===== src/rtl/axi4_lite_regfile_slave.sv =====
// AXI4-Lite control/status register file with byte enables, read-only registers and SLVERR decode.
// Latency: read AR->R two cycles, write AW+W->B two cycles; one transaction in flight at a time.
// Backpressure: B and R outputs hold stable until accepted; new requests wait in IDLE meanwhile.
module axi4_lite_regfile_slave #(
    parameter int                ADDR_WIDTH = 32,
    parameter int                DATA_WIDTH = 32,
    parameter int                NUM_REGS   = 32,
    parameter logic [NUM_REGS-1:0] RO_MASK  = '0
) (
    input  logic                    ACLK,
    input  logic                    ARESET,
    input  logic [ADDR_WIDTH-1:0]   S_AWADDR,
    input  logic                    S_AWVALID,
    output logic                    S_AWREADY,
    input  logic [DATA_WIDTH-1:0]   S_WDATA,
    input  logic [DATA_WIDTH/8-1:0] S_WSTRB,
    input  logic                    S_WVALID,
    output logic                    S_WREADY,
    output logic [1:0]              S_BRESP,
    output logic                    S_BVALID,
    input  logic                    S_BREADY,
    input  logic [ADDR_WIDTH-1:0]   S_ARADDR,
    input  logic                    S_ARVALID,
    output logic                    S_ARREADY,
    output logic [DATA_WIDTH-1:0]   S_RDATA,
    output logic [1:0]              S_RRESP,
    output logic                    S_RVALID,
    input  logic                    S_RREADY
);
    localparam int STRB_W = DATA_WIDTH / 8;
    localparam int OFF    = $clog2(STRB_W);

    typedef enum logic [2:0] {IDLE, WRITE, WRESP, RADDR, RDATA} state_t;

    state_t                  state, state_nxt;
    logic                    aw_got, w_got, wr_pend;
    logic                    last_grant_wr;   // 0: read granted last (reset value), 1: write
    logic                    grant_wr, grant_rd;
    logic [ADDR_WIDTH-1:0]   aw_addr;
    logic [DATA_WIDTH-1:0]   w_data;
    logic [STRB_W-1:0]       w_strb;
    logic [DATA_WIDTH-1:0]   regs [NUM_REGS];
    logic [DATA_WIDTH-1:0]   rdata_q;
    logic [1:0]              rresp_q;

    logic [ADDR_WIDTH-1:0]   wr_idx, rd_idx;
    logic                    wr_ro;
    logic [1:0]              wr_resp, rd_resp;
    logic [DATA_WIDTH-1:0]   rd_word;
    logic                    aw_hs, w_hs, b_hs, ar_hs, r_hs;

    // Low address bits select a byte within the word and are ignored.
    assign wr_idx  = aw_addr >> OFF;
    assign rd_idx  = S_ARADDR >> OFF;
    assign wr_resp = (({1'b0, wr_idx} >= (ADDR_WIDTH+1)'(NUM_REGS)) || wr_ro) ? 2'b10 : 2'b00;
    assign rd_resp = ({1'b0, rd_idx} >= (ADDR_WIDTH+1)'(NUM_REGS)) ? 2'b10 : 2'b00;

    // Write target read-only lookup and read word mux (out-of-range reads yield zero).
    always_comb begin
        wr_ro   = 1'b0;
        rd_word = '0;
        for (int i = 0; i < NUM_REGS; i++) begin
            if (wr_idx == ADDR_WIDTH'(i) && RO_MASK[i]) wr_ro = 1'b1;
            if (rd_idx == ADDR_WIDTH'(i)) rd_word = regs[i];
        end
    end

    // Next-state, arbitration and channel handshake outputs.
    always_comb begin
        state_nxt = state;
        S_AWREADY = 1'b0;
        S_WREADY  = 1'b0;
        S_BVALID  = 1'b0;
        S_BRESP   = 2'b00;
        S_ARREADY = 1'b0;
        S_RVALID  = 1'b0;
        grant_wr  = 1'b0;
        grant_rd  = 1'b0;
        case (state)
            IDLE: begin
                if ((S_AWVALID || S_WVALID) && (!S_ARVALID || !last_grant_wr)) begin
                    grant_wr  = 1'b1;
                    state_nxt = WRITE;
                end else if (S_ARVALID) begin
                    grant_rd  = 1'b1;
                    state_nxt = RADDR;
                end
            end
            WRITE: begin
                S_AWREADY = !aw_got;
                S_WREADY  = !w_got;
                if ((aw_got || S_AWVALID) && (w_got || S_WVALID)) state_nxt = WRESP;
            end
            WRESP: begin
                S_BVALID = 1'b1;
                S_BRESP  = wr_resp;
                if (S_BREADY) state_nxt = IDLE;
            end
            RADDR: begin
                S_ARREADY = 1'b1;
                if (S_ARVALID) state_nxt = RDATA;
            end
            RDATA: begin
                S_RVALID = 1'b1;
                if (S_RREADY) state_nxt = IDLE;
            end
            default: state_nxt = IDLE;
        endcase
    end

    assign aw_hs   = S_AWVALID && S_AWREADY;
    assign w_hs    = S_WVALID && S_WREADY;
    assign b_hs    = S_BVALID && S_BREADY;
    assign ar_hs   = S_ARVALID && S_ARREADY;
    assign r_hs    = S_RVALID && S_RREADY;
    assign S_RDATA = rdata_q;
    assign S_RRESP = rresp_q;

    // State register.
    always_ff @(posedge ACLK or posedge ARESET) begin
        if (ARESET) state <= IDLE;
        else        state <= state_nxt;
    end

    // Channel capture, arbitration history and registered read data.
    always_ff @(posedge ACLK or posedge ARESET) begin
        if (ARESET) begin
            aw_got        <= 1'b0;
            w_got         <= 1'b0;
            wr_pend       <= 1'b0;
            last_grant_wr <= 1'b0;
            aw_addr       <= '0;
            w_data        <= '0;
            w_strb        <= '0;
            rdata_q       <= '0;
            rresp_q       <= 2'b00;
        end else begin
            if (grant_wr) last_grant_wr <= 1'b1;
            if (grant_rd) last_grant_wr <= 1'b0;
            if (aw_hs) begin
                aw_addr <= S_AWADDR;
                aw_got  <= 1'b1;
            end
            if (w_hs) begin
                w_data <= S_WDATA;
                w_strb <= S_WSTRB;
                w_got  <= 1'b1;
            end
            // wr_pend marks the first WRESP cycle, the single commit point.
            if (state == WRITE && state_nxt == WRESP) wr_pend <= 1'b1;
            if (state == WRESP) wr_pend <= 1'b0;
            if (b_hs) begin
                aw_got <= 1'b0;
                w_got  <= 1'b0;
            end
            if (ar_hs) begin
                rdata_q <= rd_word;
                rresp_q <= rd_resp;
            end
            if (r_hs) begin
                rdata_q <= '0;
                rresp_q <= 2'b00;
            end
        end
    end

    // Register array: byte-lane commit at the end of the first WRESP cycle.
    always_ff @(posedge ACLK or posedge ARESET) begin
        if (ARESET) begin
            for (int i = 0; i < NUM_REGS; i++) regs[i] <= '0;
        end else if (state == WRESP && wr_pend) begin
            for (int i = 0; i < NUM_REGS; i++) begin
                if (wr_idx == ADDR_WIDTH'(i) && !RO_MASK[i]) begin
                    for (int b = 0; b < STRB_W; b++) begin
                        if (w_strb[b]) regs[i][8*b +: 8] <= w_data[8*b +: 8];
                    end
                end
            end
        end
    end

endmodule


===== config.mk =====
export PLATFORM = sky130hd
export DESIGN_NAME = axi4_lite_regfile_slave
export DESIGN_NICKNAME = d
export VERILOG_FILES = /design/src/rtl/axi4_lite_regfile_slave.sv
export SDC_FILE = /design/constraint.sdc
export NUM_CORES = 2
export LEC_CHECK = 0
export ABC_AREA = 0
export BUFFER_PORTS_ARGS = -buffer_cell sky130_fd_sc_hd__buf_2
export CORE_ASPECT_RATIO = 0.6
export CORE_UTILIZATION = 45
export CTS_CLUSTER_SIZE = 10
export DETAILED_ROUTE_END_ITERATION = 10
export SLEW_MARGIN = 10
export SYNTH_ARGS = -nofsm -noshare
export SYNTH_HDL_FRONTEND = slang
export SYNTH_SLANG_ARGS = --single-unit

===== constraint.sdc =====
create_clock -name ACLK -period 57.1 [get_ports ACLK]
set_input_delay 8.565 -clock ACLK [delete_from_list [all_inputs] [get_ports ACLK]]
set_output_delay 8.565 -clock ACLK [all_outputs]
set_load 0.02 [all_outputs]

# Yosys cells after proc, flatten, opt, wreduce, memory -nomap -nowiden
# Cells that the tools add are included.
[word_totals]
regBits = 1133
inputBits = 107
[op_classes]
n_reduce_logical = 153
n_mux = 64
eq_ne = 67
magnitude_cmp = 2
[ops]
columns = ["operator", "n"]
rows = [
  ["$mux W32", 34],
  ["$eq A30 B5 Y1 const B", 32],
  ["$eq A30 B4 Y1 const B", 16],
  ["$reduce_and A3 Y1", 128],
  ["$eq A30 B3 Y1 const B", 8],
  ["$eq A30 B2 Y1 const B", 4],
  ["$logic_not A32 Y1", 2],
  ["$eq A30 B1 Y1 const B", 2],
  ["$ge A30 B6 Y1 const B", 2],
  ["$mux W1", 18],
  ["$mux W3", 6],
  ["$pmux W3 S5", 1],
  ["$mux W2", 5],
  ["$reduce_bool A2 Y1", 5],
  ["$eq A3 B2 Y1 const B", 3],
  ["$logic_and A1 B1 Y1", 9],
  ["$logic_not A1 Y1", 4],
  ["$logic_or A1 B1 Y1", 4],
  ["$eq A3 B1 Y1 const B", 1],
  ["$eq A3 B3 Y1 const B", 1],
  ["$logic_not A3 Y1", 1],
]

# Depth between registers and ports, before layout
[depth]
word_depth = 35
mapped_depth = 13
ltp_nobuf = 9

# Worst setup path before layout
# OpenSTA, ideal clock, no wires.
[synth_path]
kind = "in2reg"
start = "in S_ARADDR[17]"
end = "reg rdata_q[9] (netlist: S_RDATA[9])"
required_ps = 56972
n_path_buf = 2
t_arrival_ps = 11000
setup_ps = 128
path_stages = 11
slack_ps = 45972
cell_sequence = "or4_4 or3_4 buf_6 nor4_2 buf_2 a21oi_1 o221ai_1 a32oi_1 a2111oi_0 o2111a_1 o21ai_0"
[synth_via]
elab_chain_len = 35
elab_cells_between_ends = 66
[synth_rtl]
columns = ["item", "line", "source"]
rows = [
  ["from (decl)", "22", "input logic [ADDR_WIDTH-1:0] S_ARADDR,"],
  ["$logic_not A32 Y1", "64", "if (rd_idx == ADDR_WIDTH'(i)) rd_word = regs[i];"],
  ["$mux W32 (31 in series)", "64", ""],
  ["$mux W32 (*)", "64", ""],
  ["$mux W32 (*)", "156", "if (ar_hs) begin"],
  ["$mux W32 (*)", "160", "if (r_hs) begin"],
  ["to (signal assigned)", "157", "rdata_q <= rd_word;"],
  ["to (decl)", "43", "logic [DATA_WIDTH-1:0] rdata_q;"],
]
# Every way passes the cells marked *; elsewhere a longest branch is shown, timed or not. The select of a mux whose other input is x is not followed.
# A chain may end at the register's enable or synchronous reset.

# Worst setup path after layout
[layout_path]
start = "in S_ARADDR[3]"
end = "reg rdata_q[12] (netlist: S_RDATA[12])"
# Same word-level chain as after synthesis.

==> flow_results.org <==
** Outcome
- The run finished with clean final reports.

** Pwr
- For this design the static power due to leakage is 27.83 nW.
- Post-layout total power :: 0.001860 W
- Power per cell area :: 32.28 mW/mm^2
- IR analysis of the VDD net gives a maximum drop of 0.00002663 V.

** Die
- Total number of placement rows :: 95
- Y dimension of the die :: 263.6 um
- Measured along the x axis, the die boundary spans 438.1 um.
- During I/O placement, the number of pins put on the boundary was 148.
- Starting density of the core :: 0.4561
- The die covers 0.1155 mm^2.
- Placeable Area :: 0.1126 mm^2

** Critical path
- The slowest stage of the critical path is the sky130_fd_sc_hd__nor3_2 cell.
- The endpoint identified for the worst register-to-register timing path is regs[318].
- In this run the register-to-register setup slack is 52700 ps.
- Slowest stage delay, CP :: 650 ps
- Worst R2R Path Depth :: 8
- In this run the worst setup path terminates at S_RDATA[12].
- Data required time of the critical path :: 57770 ps
- Of all nets on the critical path, the largest fanout is 36.
- In this run the worst setup path begins at S_ARADDR[3].
- By instance count, the cell type seen most on the critical path is sky130_fd_sc_hd__buf_4.
- Type of element capturing the critical path :: register
- Walking the worst path, the cells encountered are buf_4, buf_4, buf_4, nor3b_2, buf_4, nand2_1, nor3_2, buf_4, a211oi_1, nor3_1, o21ai_0, a21oi_1, o221ai_1, a21oi_1.
- Start of the worst register-to-register path :: aw_addr[29]
- The critical path in this run is classified as primary input to register.
- STA classifies the critical path startpoint as a primary input.
- Arrival time worst endpoint :: 13950 ps

** Final layout
- The finished cells cover 0.05764 mm^2.
- NumNets Final :: 4338
- In the final layout, the share of cells above drive strength 1 is 0.3728.
- The area growth from synthesis to layout is 12.27%.

** Clock tree
- Postcts setup bufs :: 0
- The clock reaches the later pin of the worst-skew pair after 760 ps.
- TritonCTS built the clock tree.
- CTS built an H-tree with a depth of 4.
- Sinks on Clock Net :: 1130
- Maximum count of clock buffers along a single path :: 3
- Clock root buffer :: sky130_fd_sc_hd__clkbuf_16
- Clock-pin slew was measured on the worst setup and hold paths at 50 ps.
- TritonCTS buffer count :: 132
- Buffers inserted to repair hold after CTS numbered 0.
- Total of cells resized after clock tree synthesis :: 0

** GRT
- Global-route wire length before repair :: 275200 um
- Pin count of the biggest net entering global routing :: 166
- Summed over all layers, the global routing overflow is 0.
- The initial antenna violation count is 10.
- The number of global-route vias before repair came to 37730.
- Global-route usage over all layers :: 0.3312

** Route
- Number of violations reported at the end of detailed-routing iteration 0 :: 5131
- After detailed routing, the number of remaining DRC violations is 0.
- TritonRoute pass-1 iters :: 7
- In the final routed layout, each cell accounts on average for 33.23 um.
- Post-detailed-route count of antenna-violating nets :: 0
- For this block, the via count after detailed routing is 38440.
- For this block, the routed nets add up to 191300 um of wire.
- After detailed routing, the number of vias per cell comes to 6.676.

** Synth
- After synthesis the cells add up to 0.05134 mm^2.
- The most used flip-flop cell after synthesis is sky130_fd_sc_hd__dfrtp_1.
- The share of synthesized area in the top cell type comes to 0.5508.
- Avg Synthesized Cell Area :: 12.51 um^2
- Yosys mapped the design onto 80 distinct sky130hd cell types.
- Number of enable flip-flop cells after synthesis :: 0
- In this run, synthesis produced a sequential element count of 1130.
- Sequential area share after synthesis :: 0.5508
- Yosys attributes the largest share of cell area to sky130_fd_sc_hd__dfrtp_1, sky130_fd_sc_hd__mux2_2, sky130_fd_sc_hd__nand2_1.
- In the synthesized netlist the async set-or-reset flop fraction comes to 1.000.
- Yosys warning count :: 0
- Summed over all instances, the cell type with the most area after synthesis is sky130_fd_sc_hd__dfrtp_1.
- Syn Inst Count :: 4105

** STA
- Accumulated negative setup slack :: 0 ps
- The number of hold violations in the final report is 0.
- Setup violators final :: 0
- WHS :: 480.8 ps
- Tightest Pin Transition :: 1340 ps
- Clock skew on the completed layout was measured at 26.15 ps.
- The worst pin sits at a relative slew slack of 0.1069.
- The max-slew violation count came to 0.
- Shortest clock period the worst path allows after layout :: 13290 ps
- Maximum frequency from static timing analysis :: 0.07527 GHz
- Part of the cycle the worst path needs :: 0.2327
- Setup repair after global routing left no endpoint under its margin.

** Placed design
- The placed instances occupy a cell area of 0.05401 mm^2.
- Routability-driven placement finished with a final weighted congestion of 0.9766.
- Input/output buffers :: 141
- Summed over all nets, the half-perimeter wirelength after detailed placement is 129200 um.

** Job
- Across the run, the number of max-cap violations was 0.

** Hold path
- The min-delay analysis places its worst path in the category register to register.
## critical path, delay by kind of cell
family,cells,cell delay [ps]
buf+inv,5,2660
simple gates,4,1470
compound gates,5,1160
## worst min-delay path by stage
stage	start	end	slack, ps	cells after the start
final	last_grant_wr	last_grant_wr	480	1
after global routing	last_grant_wr	last_grant_wr	500	1
after CTS	last_grant_wr	last_grant_wr	480	1
after detailed placement	last_grant_wr	last_grant_wr	470	1
after global placement	last_grant_wr	last_grant_wr	470	1
after floorplan	last_grant_wr	last_grant_wr	440	1
## flip-flops by register name (all words and copies together), names as in the netlist
signal	cells
last_grant_wr	1
state	3
wr_pend	1
w_strb	4
aw_addr	30
aw_got	1
regs	1024
w_data	32
S_RDATA	32
S_RRESP	1
w_got	1
## cell families (layout without fill, tap and decap cells)
| family | Yosys count | in the layout | share of synthesized area |
|---|---|---|---|
| mux | 1130 | 1130 | 0.2480 |
| flops | 1130 | 1130 | 0.5508 |
| compound gates | 791 | 791 | 0.1086 |
| simple gates | 761 | 761 | 0.06965 |
| buf+inv | 292 | 438 | 0.02288 |
| other cells | 1 | 5 | 0.00007304 |
## layout by cell type (no fill, tap or decap), drive strengths merged, types with 30 or more instances in the layout
master / instances
a221oi: 93
clkbuf: 143
a222oi: 33
mux2: 1096
nand2: 309
o22ai: 32
a21oi: 121
nand3: 55
a22oi: 94
mux2i: 30
nor2: 186
a31oi: 30
dfrtp: 1130
o21ai: 178
nor4: 34
buf: 271
a22o: 56
nor3: 60
## per-stage QoR
stage,utilization,cells,setup slack [ps]
2_1_floorplan,-,4106,16710
3_3_place_gp,0.4798,5600,43380
3_5_place_dp,0.4798,5600,43370
4_1_cts,0.5120,5755,44120
5_1_grt,0.5120,5755,43800
6_report,0.5121,5758,43810
## metal layers
layer  track usage  part of all wire  wire, um  up-vias
met2        0.4359              0.40     76350     2236
li1              -                 -         -    15560
met3        0.1327              0.13     25730      336
met5             0            0.0011       211        -
met4        0.1088             0.029      5593        8
met1        0.4882              0.44     83460    20310
## cell type report
cell class              instances  area [um^2]
fillers                      9889        54920
inverters                      12        52.55
repair buffers                271         1724
clock inverters                12        137.6
diodes                          3        7.507
well taps                    1503         1881
multi-input cells            2684        22080
flip-flops and latches       1130        28280
clock buffers                 143         3482
## report_power, final
group	switching, W	leakage [nW]	total (W)	internal (W)
logic	0.000116	10.4	0.000170	0.0000533
clock network	0.000329	1.77	0.000757	0.000429
registers	0.000107	15.6	0.000933	0.000826
## synthesized netlist by cell type (27+ instances only)
cell type	instances
sky130_fd_sc_hd__a21oi_1	121
sky130_fd_sc_hd__a221oi_1	93
sky130_fd_sc_hd__a222oi_1	33
sky130_fd_sc_hd__a22o_1	56
sky130_fd_sc_hd__a22oi_1	93
sky130_fd_sc_hd__a31oi_1	30
sky130_fd_sc_hd__buf_2	36
sky130_fd_sc_hd__clkbuf_1	215
sky130_fd_sc_hd__dfrtp_1	1130
sky130_fd_sc_hd__mux2_2	1096
sky130_fd_sc_hd__mux2i_1	30
sky130_fd_sc_hd__nand2_1	309
sky130_fd_sc_hd__nand3_1	55
sky130_fd_sc_hd__nand4_1	27
sky130_fd_sc_hd__nor2_1	184
sky130_fd_sc_hd__nor3_1	51
sky130_fd_sc_hd__o21ai_0	172
sky130_fd_sc_hd__o221ai_1	27
sky130_fd_sc_hd__o22ai_1	32
(Power assumes the default switching activity.)
